===== config.mk =====
export PLATFORM = sky130hd
export DESIGN_NAME = seq_compare
export DESIGN_NICKNAME = d
export VERILOG_FILES = /design/src/rtl/seq_compare.sv
export SDC_FILE = /design/constraint.sdc
export NUM_CORES = 1
export LEC_CHECK = 0
export ABC_AREA = 1
export BUFFER_PORTS_ARGS = -buffer_cell sky130_fd_sc_hd__buf_4
export CORE_AREA = 2 2 52 44
export CTS_BUF_LIST = sky130_fd_sc_hd__clkbuf_8
export DETAILED_ROUTE_END_ITERATION = 12
export DIE_AREA = 0 0 54 46
export GPL_ROUTABILITY_DRIVEN = 1
export HOLD_SLACK_MARGIN = 0.02
export PLACE_DENSITY = 0.84
export SYNTH_ARGS = -nofsm -noshare
export SYNTH_HDL_FRONTEND = slang
export SYNTH_SLANG_ARGS = --single-unit

===== constraint.sdc =====
create_clock -name clk -period 1.22 [get_ports clk]
set_input_delay 0.061 -clock clk [delete_from_list [all_inputs] [get_ports clk]]
set_output_delay 0.061 -clock clk [all_outputs]
set_load 0.02 [all_outputs]

===== src/rtl/seq_compare.sv =====
// seq_compare: serial magnitude comparator. Two WIDTH-bit operands are
// captured on an accepted start and compared one 2-bit pair per cycle, LSB
// pair first. A later, more significant pair that differs overrides the
// verdict of the lower pairs, so the result after the MSB pair is the full
// comparison.
//
// Configuration macro: SEQ_COMPARE_SIGNED_EN
//   defined   - operands are two's complement. The sign bits are inverted in
//               the final (MSB) pair before that pair is compared.
//   undefined - unsigned compare. No sign handling logic is built.
// Latency and handshake are the same in both builds.
//
// Ports:
//   clk     in   clock, all state changes on the rising edge
//   rst     in   synchronous active-high reset, has priority over start
//   start   in   begin a comparison; sampled only in IDLE
//   a, b    in   operands [WIDTH-1:0]; sampled only on the accepted start cycle
//   busy    out  high while in RUN
//   done    out  one-cycle pulse in DONE; greater/less are valid from here on
//   greater out  a > b
//   less    out  a < b (greater = less = 0 after done means a == b)
//
// Handshake: start is a request with no acknowledge. It is taken on any
// rising edge where the FSM is in IDLE and rst is low, and ignored otherwise.
// done marks the result. The result then holds until the next accepted start
// or reset.
module seq_compare #(
  parameter int WIDTH = 8
) (
  input  logic             clk,
  input  logic             rst,
  input  logic             start,
  input  logic [WIDTH-1:0] a,
  input  logic [WIDTH-1:0] b,
  output logic             busy,
  output logic             done,
  output logic             greater,
  output logic             less
);

  localparam int PAIRS = WIDTH / 2;
  localparam int CW    = (PAIRS > 1) ? $clog2(PAIRS) : 1;
  localparam logic [CW-1:0] LAST = CW'(PAIRS - 1);

  generate
    if ((WIDTH < 2) || ((WIDTH % 2) != 0)) begin : g_bad_width
      $error("seq_compare: WIDTH must be even and >= 2");
    end
  endgenerate

  typedef enum logic [1:0] {
    IDLE = 2'd0,
    RUN  = 2'd1,
    DONE = 2'd2
  } state_t;

  state_t          state, state_next;
  logic [WIDTH-1:0] sa, sa_next;
  logic [WIDTH-1:0] sb, sb_next;
  logic [CW-1:0]   cnt, cnt_next;
  logic            greater_next, less_next;
  logic [1:0]      pa, pb;

  always_ff @(posedge clk) begin
    if (rst) begin
      state   <= IDLE;
      sa      <= '0;
      sb      <= '0;
      cnt     <= '0;
      greater <= 1'b0;
      less    <= 1'b0;
    end else begin
      state   <= state_next;
      sa      <= sa_next;
      sb      <= sb_next;
      cnt     <= cnt_next;
      greater <= greater_next;
      less    <= less_next;
    end
  end

  always_comb begin
    state_next   = state;
    sa_next      = sa;
    sb_next      = sb;
    cnt_next     = cnt;
    greater_next = greater;
    less_next    = less;
    pa           = sa[1:0];
    pb           = sb[1:0];
`ifdef SEQ_COMPARE_SIGNED_EN
    // Inverting the sign bits maps two's complement order onto unsigned
    // order. Only the MSB pair carries the sign.
    if (cnt == LAST) begin
      pa[1] = ~sa[1];
      pb[1] = ~sb[1];
    end
`endif
    case (state)
      IDLE: begin
        if (start) begin
          state_next   = RUN;
          sa_next      = a;
          sb_next      = b;
          cnt_next     = '0;
          greater_next = 1'b0;
          less_next    = 1'b0;
        end
      end
      RUN: begin
        // An equal pair keeps the verdict of the lower pairs.
        if (pa > pb) begin
          greater_next = 1'b1;
          less_next    = 1'b0;
        end else if (pa < pb) begin
          greater_next = 1'b0;
          less_next    = 1'b1;
        end
        sa_next  = sa >> 2;
        sb_next  = sb >> 2;
        cnt_next = cnt + CW'(1);
        if (cnt == LAST) begin
          state_next = DONE;
        end
      end
      DONE: begin
        state_next = IDLE;
      end
      default: begin
        state_next = IDLE;
      end
    endcase
  end

  assign busy = (state == RUN);
  assign done = (state == DONE);

endmodule


# [Word-level counts from Yosys, hierarchy flattened]
# Cells that the tools add are included.
# Widths: inputs -> output; s select.
[totals] inputBits=19 reg_bits=22 out_inout_bits=4 word_cells=36
[op_classes] reduce_logical=5 n_addsub=1 mux=16 magnitude_cmp=2 n_eq_ne=6
[op_table] operator="$pmux 8 s2" count=2
[op_table] operator="$mux 8" count=2
[op_table] operator="$pmux 2 s2" count=2
[op_table] operator="$mux 2" count=3
[op_table] operator="$mux 1" count=5
[op_table] operator="$eq 2x2->1 const B" count=2
[op_table] operator="$pmux 1 s2" count=2
[op_table] operator="$reduce_and 2->1" count=2
[op_table] operator="$ne 3x1->1 const B" count=1
[op_table] operator="$reduce_and 3->1" count=1
[op_table] operator="$add 2x1->2 const B" count=1
[op_table] operator="$eq 2x1->1 const B" count=1
[op_table] operator="$gt 2x2->1" count=1
[op_table] operator="$logic_not 2->1" count=1
[op_table] operator="$lt 2x2->1" count=1
[op_table] operator="$ne 2x1->1 const B" count=1
[op_table] operator="$ne 2x2->1 const B" count=1
[op_table] operator="$reduce_bool 2->1" count=1

# [Longest topological paths before layout]
# Gate-level depths: netlist of the first run.
[depth] depth_word=4 mapped_depth=10

# [Worst setup path after synthesis of the first run]
# Ideal clock, no wire load.
[synth_path] path_type="flip-flop to flip-flop" from="register state[0]" to="register sa[1]" period_less_slack_ps=1079 slack_ps=141 arrival_ps=966 required_time_ps=1107 path_stages_with_launch=6 cell_sequence="dfxtp_1 -> o21ai_4 -> inv_2 -> buf_6 -> o21ai_1 -> nor2_1"
[synth_via] elab_chain_cells=3 elab_cells_between_ends=6 cone_classes="eq/ne: 2; mux: 1; reduce/logical: 3"
[synth_lines] item="start: declaration" line_no="57" text="state_t state, state_next;"
[synth_lines] item="start signal: assignment" line_no="73" text="state <= state_next;"
[synth_lines] item="$eq 2x1->1 or $logic_not 2->1 (tied branches)" line_no="99" text="case (state)"
[synth_lines] item="$reduce_bool 2->1 (no source line) or $ne 2x2->1 (tied branches)"
[synth_lines] item="$reduce_and 2->1 (no source line)"
[synth_lines] item="end signal: assignment" line_no="74" text="sa <= sa_next;"
[synth_lines] item="end: declaration" line_no="58" text="logic [WIDTH-1:0] sa, sa_next;"
# Parallel ways exist; a longest one is shown, timed or not.
# A chain may end at the register's enable or synchronous reset.

# [Worst setup path in the final report of the first run]
[layout_path] from="register sb[1]" to="register less"
[layout_via] elab_chain_cells=3 elab_cells_between_ends=6 cone_classes="order compare: 2; eq/ne: 1; mux: 2; reduce/logical: 1"
[layout_lines] item="start: declaration" line_no="59" text="logic [WIDTH-1:0] sb, sb_next;"
[layout_lines] item="start signal: assignment" line_no="75" text="sb <= sb_next;"
[layout_lines] item="$gt 2x2->1 or $lt 2x2->1 (tied branches)" line_no="112, 115"
[layout_lines] item="$ne 3x1->1 (no source line) or $mux 1 (tied branches)"
[layout_lines] item="$reduce_and 3->1 (no source line) or $pmux 1 s2 (tied branches)"
[layout_lines] item="end signal: assignment" line_no="78" text="less <= less_next;"
[layout_lines] item="end: declaration" line_no="38" text="output logic less"
# Parallel ways exist; a longest one is shown, timed or not.

==> run_results.csv, run 1 <==
group,metric,value,unit
sta,fin_crit_sh,94.53,%
synth,netlist_area,1041,µm²
final_layout,layout_commonest_cell,"nand2_1",
global_route,grt_usage,19.03,%
final_layout,layout.cells.non_filler,200,
drt,wl,2139,µm
placement,place_congestion,0.7142,
sta,relSlewSlack,83.22,%
min_path,holdCritPathClass,"in -> reg",
drt,drt_iter0_markers,23,
placement,dp_hpwl,1456,µm
clock_tree,worstSkewPairLatency,260,ps
global_route,grt_overflow_total,0,
final_layout,layout-area-overhead-vs-synth,26.68,%
placement,place_inst,195,
final_layout,final_cell_mix,"42 x nand2_1, 30 x nor2_1, 24 x buf_4",
setup_path,crit_required,1370,ps
clock_tree,clk_pin_slew,80,ps
sta,hold_viol_final,0,
pwr,power.leakage,0.6486,nW
synth,synth.avg_cell_area,6.894,µm²
drt,wl_per_cell,10.70,µm
placement,port_buffers,22,
synth,syn_inst,151,
floorplanning,die_area,2484,µm²
synth,synth_area_leaders,"dfxtp_1 42%, nand2_1 16%, nor2_1 11%",
sta,timing.setup.tns,0,ps
synth,synth_top_area_share,42.31,%
clock_tree,cts_htree_levels,1,
min_path,hold-path-endpoint,"sb[6]$_SDFFE_PP0P_",
clock_tree,clock_sinks,22,
setup_path,rr_endpoint,"less$_SDFFE_PP0P_",
setup_path,crit_top_cell,"nand2_1",
run_status,status,"finished, final reports clean",
setup_path,critPathMaxStageDelay,320,ps
global_route,grt_pass1_wl,3422,µm
final_layout,layout-drive-gt1-share,22.86,%
min_path,worstHoldStart,"b[6]",
clock_tree,cts_root_buffer,"clkbuf_8",
sta,finalClockSkew,1.716,ps
setup_path,path_buf_inv,1,
synth,yosys_warnings,0,
floorplanning,ios,23,
setup_path,cp-end-kind,"flop",
sta,slew_violations,0,
floorplanning,core,2027,µm²
setup_path,start_kind,"flop",
synth,syn_nets,173,
floorplanning,chipWidth,54,µm
global_route,grt_pass1_vias,802,
setup_path,r2r_slack,70,ps
global_route,antenna_found_initial,0,
sta,worst_pin_slew,251.3,ps
drt,drcViolationCount,0,
clock_tree,tritoncts,"built",
setup_path,crit_slowest_cell,"dfxtp_2",
drt,ant_nets,0,
clock_tree,cts_buffers,3,
global_route,grt_max_degree,19,
setup_path,critPathKind,"reg -> reg",
setup_path,cp.arrival,1300,ps
synth,ys_types,21,
drt,via_per_inst,4.970,
flow_run,maxCapViolCount,0,
min_path,min_path_cells,3,
pwr,vdd_drop_max,0.8900,mV
floorplanning,initial_core_util,51.36,%
drt,via_count,994,
setup_path,crit_fanout,3,
final_layout,insertedDiodeCount,0,
sta,holdWs,58.31,ps
floorplanning,row_count,15,
sta,rsz0062_at_grt,"true",
sta,timing.final.crit_period,1153,ps
synth,ys_seq_area_share,42.31,%
setup_path,crit_family,"simple AND/OR/NAND/NOR gates",
setup_path,worstPathCellList,"inv_1, ha_4, nand2_4, nand2_2, nand2_1, nand2_1, nand2_1, nand2_1, nor2_1",
sta,setup_viol,0,
final_layout,nets,198,
synth,synth-seq-cells,22,
synth,synth_area_leader_cell,"dfxtp_1",
sta,max_freq,867.1,MHz
floorplanning,die_y,46,µm
setup_path,reg2reg_depth,9,
pwr,p_total,0.001757,W
setup_path,rr_startpoint,"sb[1]$_SDFFE_PP0P_",
pwr,p_per_area,1332,nW/µm²
clock_tree,cts.path.max_buffers,2,
drt,firstDrtPassIters,4,
## report_power, final
part / switching [W] / internal (W)
logic: 0.000239 / 0.000178
registers: 0.0000441 / 0.000787
clock network: 0.000222 / 0.000287
## metal layers
metal | global-route usage, % | up-vias | wire (µm)
met3 | 5.921 | 2 | 122
met2 | 29.27 | 33 | 1068
met1 | 26.11 | 438 | 937
met5 | 0 | - | 0
li1 | - | 521 | -
met4 | 4.500 | 0 | 10
## worst register-to-register path, stage by stage, from the launching register on
cell and delay [ps]:
dfxtp_2 320, inv_1 60, ha_4 290, nand2_4 60, nand2_2 70, nand2_1 50
nand2_1 50, nand2_1 50, nand2_1 60, nor2_1 40
## final cells by class
cell class              instances  area, µm²
fillers                       176      708.2
multi-input cells             109      529.3
flip-flops and latches         22      444.2
repair buffers                 25      190.2
inverters                      15      68.82
clock buffers                   4      55.05
well taps                      25      31.28
## cell usage after synthesis
library cell,count
nand2_1,45
nor2_1,30
dfxtp_1,22
inv_1,12
o21ai_0,9
o21ai_1,9
nand3_1,8
ha_1,3
a21oi_1,1
a22oi_1,1
a31oi_1,1
buf_2,1
buf_4,1
buf_6,1
buf_8,1
clkbuf_2,1
clkinv_1,1
inv_2,1
inv_6,1
nand2_4,1
o21ai_4,1
## how the worst max path moves through the flow
stage	slack (ps)	cells past startpoint	end	from
floorplan	140	5	sa[1]$_SDFFE_PP0P_	state[0]$_SDFFE_PP0P_
global placement	110	9	less$_SDFFE_PP0P_	sb[1]$_SDFFE_PP0P_
detailed placement	20	9	less$_SDFFE_PP0P_	sb[1]$_SDFFE_PP0P_
CTS	5	4	busy	state[1]$_SDFFE_PP0P_
global route	-10	9	less$_SDFFE_PP0P_	sb[1]$_SDFFE_PP0P_
finish	70	9	less$_SDFFE_PP0P_	sb[1]$_SDFFE_PP0P_
## through the flow
step	util (%)	area, µm²	setup WS, ps
finish	65.06	1319	66.76
floorplan	-	1041	140.7
global route	65.06	1319	-9.749
detailed placement	59.63	1209	22.09
CTS	62.90	1275	5.322
global placement	59.63	1209	114.1
## what timing repair did
action                     in CTS  in global routing
gates cloned                    0                  0
hold endpoints to repair        1                  0
buffers inserted                0                  0
hold buffers                    1                  0
setup endpoints to repair       1                  3
gates resized for setup         2                 10
pin swaps                       0                  0
## logic make-up (layout without fill, tap and decap cells)
logic type / Yosys count / count (layout) / synth area share [%]
simple gates: 84 / 84 / 31.97
compound gates: 22 / 22 / 12.02
flops: 22 / 22 / 42.31
buf+inv: 20 / 44 / 10.09
fa+ha+maj: 3 / 3 / 3.606
## state kept, by name, indices dropped and copies added, names as in the netlist
signal	count
sa	8
cnt	2
less	1
greater	1
state	2
sb	8
No activity file was read; power rests on OpenSTA's default activity.
==> inputs of run 2 (changes only) <==
==> constraint.sdc (replaced) <==
create_clock -name clk -period 1.22 [get_ports clk]
set_input_delay 0.122 -clock clk [delete_from_list [all_inputs] [get_ports clk]]
set_output_delay 0.122 -clock clk [all_outputs]
set_load 0.02 [all_outputs]
==> run 2 against run 1 <==
Design area is 1.6% higher. Wire length is 6.3% higher. Clock skew hardly changed. Critical path type is now reg -> out.
==> run_results.csv, run 2 (synthesis results as in run 1) <==
group,metric,value,unit
clock_tree,tritoncts,"built",
setup_path,cp.arrival,1040,ps
drt,drt_iter0_markers,26,
sta,hold_viol_final,0,
setup_path,worstSetupPathDepth,4,
final_layout,reg_top3,"sa x8, sb x8",
sta,fin_crit_sh,95.33,%
setup_path,critPathMaxStageDelay,330,ps
final_layout,fillCellCount,170,
drt,firstDrtPassIters,4,
setup_path,cp-end-kind,"primary output",
global_route,grt_pass1_vias,822,
drt,drcViolationCount,0,
setup_path,path_buf_inv,3,
global_route,grt_usage,19.72,%
sta,layout_setup_ws,56.93,ps
floorplanning,ios,23,
run_status,status,"finished, final reports clean",
placement,place_congestion,0.7142,
drt,wl_per_cell,11.20,µm
floorplanning,row_count,15,
final_layout,layout_commonest_cell,"nand2_1",
global_route,grt_max_degree,19,
floorplanning,die_area,2484,µm²
setup_path,reg2reg_depth,9,
floorplanning,chipWidth,54,µm
pwr,intPower,0.001256,W
global_route,grt_overflow_total,0,
sta,holdWs,58.57,ps
setup_path,worstPathCellList,"inv_2, nand2_8, clkinv_8, buf_4",
global_route,grt_pass1_wl,3519,µm
pwr,p_comb_share,23.9,%
global_route,gr-usage-met3,5.921,%
sta,relSlewSlack,85.71,%
pwr,p_per_area,1319,nW/µm²
drt,ant_nets,0,
setup_path,crit_required,1100,ps
sta,finalClockSkew,1.539,ps
sta,setup_viol,0,
clock_tree,clock_sinks,22,
clock_tree,cts_root_buffer,"clkbuf_8",
pwr,clockPowerShare,29.0,%
flow_run,maxCapViolCount,0,
global_route,grt-busiest-layer,"met2",
clock_tree,hold_buffers,0,
setup_path,crit_slowest_cell,"dfxtp_1",
pwr,vdd_drop_max,0.8905,mV
sta,max_freq,859.8,MHz
clock_tree,cts_htree_levels,1,
sta,slew_violations,0,
clock_tree,cts_buffers,3,
setup_path,crit_fanout,18,
global_route,grt_use_met2,31.95,%
final_layout,post-route-util,66.11,%
sta,timing.final.crit_period,1163,ps
setup_path,crit_family,"flip-flops",
pwr,swShare,28.92,%
pwr,p_switching,0.0005111,W
sta,timing.setup.tns,0,ps
drt,wl,2274,µm
floorplanning,core,2027,µm²
placement,dp_slack,22.09,ps
pwr,pwr-share-seq,47.1,%
min_path,holdCritPathClass,"in -> reg",
placement,dp_hpwl,1456,µm
global_route,use_met1,25.91,%
clock_tree,clk_pin_slew,80,ps
clock_tree,worstSkewPairLatency,260,ps
min_path,min_path_cells,2,
floorplanning,die_y,46,µm
final_layout,layout-area-overhead-vs-synth,28.73,%
clock_tree,cts.path.max_buffers,2,
sta,worst_pin_slew,212.1,ps
final_layout,nets,201,
placement,port_buffers,22,
drt,via_per_inst,5.015,
final_layout,layout-drive-gt1-share,24.16,%
final_layout,final_cell_mix,"43 x nand2_1, 30 x nor2_1, 27 x buf_4",
floorplanning,initial_core_util,51.36,%
setup_path,start_kind,"flop",
pwr,power.leakage,0.6630,nW
setup_path,critPathKind,"reg -> out",
drt,via_count,1018,
final_layout,insertedDiodeCount,0,
global_route,antenna_found_initial,0,
run 2: cell types whose count changed in the layout (fill, tap and decap cells not counted), sizes merged:
cell	change
buf	+4
dlygate4sd3	-1
run 2: repair_timing:
| item | in CTS | in global routing |
|---|---|---|
| setup buffers | 1 | 3 |
| resized for setup | 5 | 8 |
| setup endpoints to repair | 1 | 5 |
| pin swaps | 0 | 1 |
run 2: cell type report:
class	count	area [µm²]	share of cell area (%)
clock buffer	4	55.05	4.108
inverter	15	71.32	5.322
multi-input combinational	109	521.8	38.94
sequential	22	446.7	33.33
tap	25	31.28	2.334
timing repair buffer	28	214.0	15.97
run 2: power groups by stage:
stage,Sequential (W),Combinational (W),Clock (W)
global placement,0.000837,0.000355,0
floorplan,0.000839,0.000271,0
CTS,0.000827,0.000377,0.000527
detailed placement,0.000840,0.000370,0
global route,0.000839,0.000479,0.000555
finish,0.000832,0.000422,0.000513
run 2: stage by stage:
step	area (µm²)	cells	power (W)
after floorplan	1041	151	0.001109
after global placement	1209	195	0.001192
after detailed placement	1209	195	0.001210
after CTS	1286	200	0.001731
after global routing	1340	203	0.001873
final	1340	203	0.001767
run 2: layer usage:
metal	part of all wire, %	vias up	wire, µm
li1	-	528	-
met1	42	448	956
met2	50	38	1139
met3	6.6	4	151
met4	1.2	0	27
met5	0	-	0
run 2: worst paths after layout:
path                         endpoint                  start  slack, ps
setup / recovery                 busy  state[1]$_SDFFE_PP0P_         60
hold / removal    cnt[1]$_SDFFE_PP0P_                    rst         60
setup reg to reg    less$_SDFFE_PP0P_     sb[1]$_SDFFE_PP0P_         60
hold reg to reg   cnt[0]$_SDFFE_PP0P_    cnt[0]$_SDFFE_PP0P_        460
run 2: worst register-to-register path, cell delays in order (launching register included):
cell and delay [ps]:
dfxtp_2 320, inv_1 60, ha_4 270, nand2_2 70, nand2_2 80, nand2_1 50
nand2_1 60, nand2_1 50, nand2_1 60, nor2_1 40
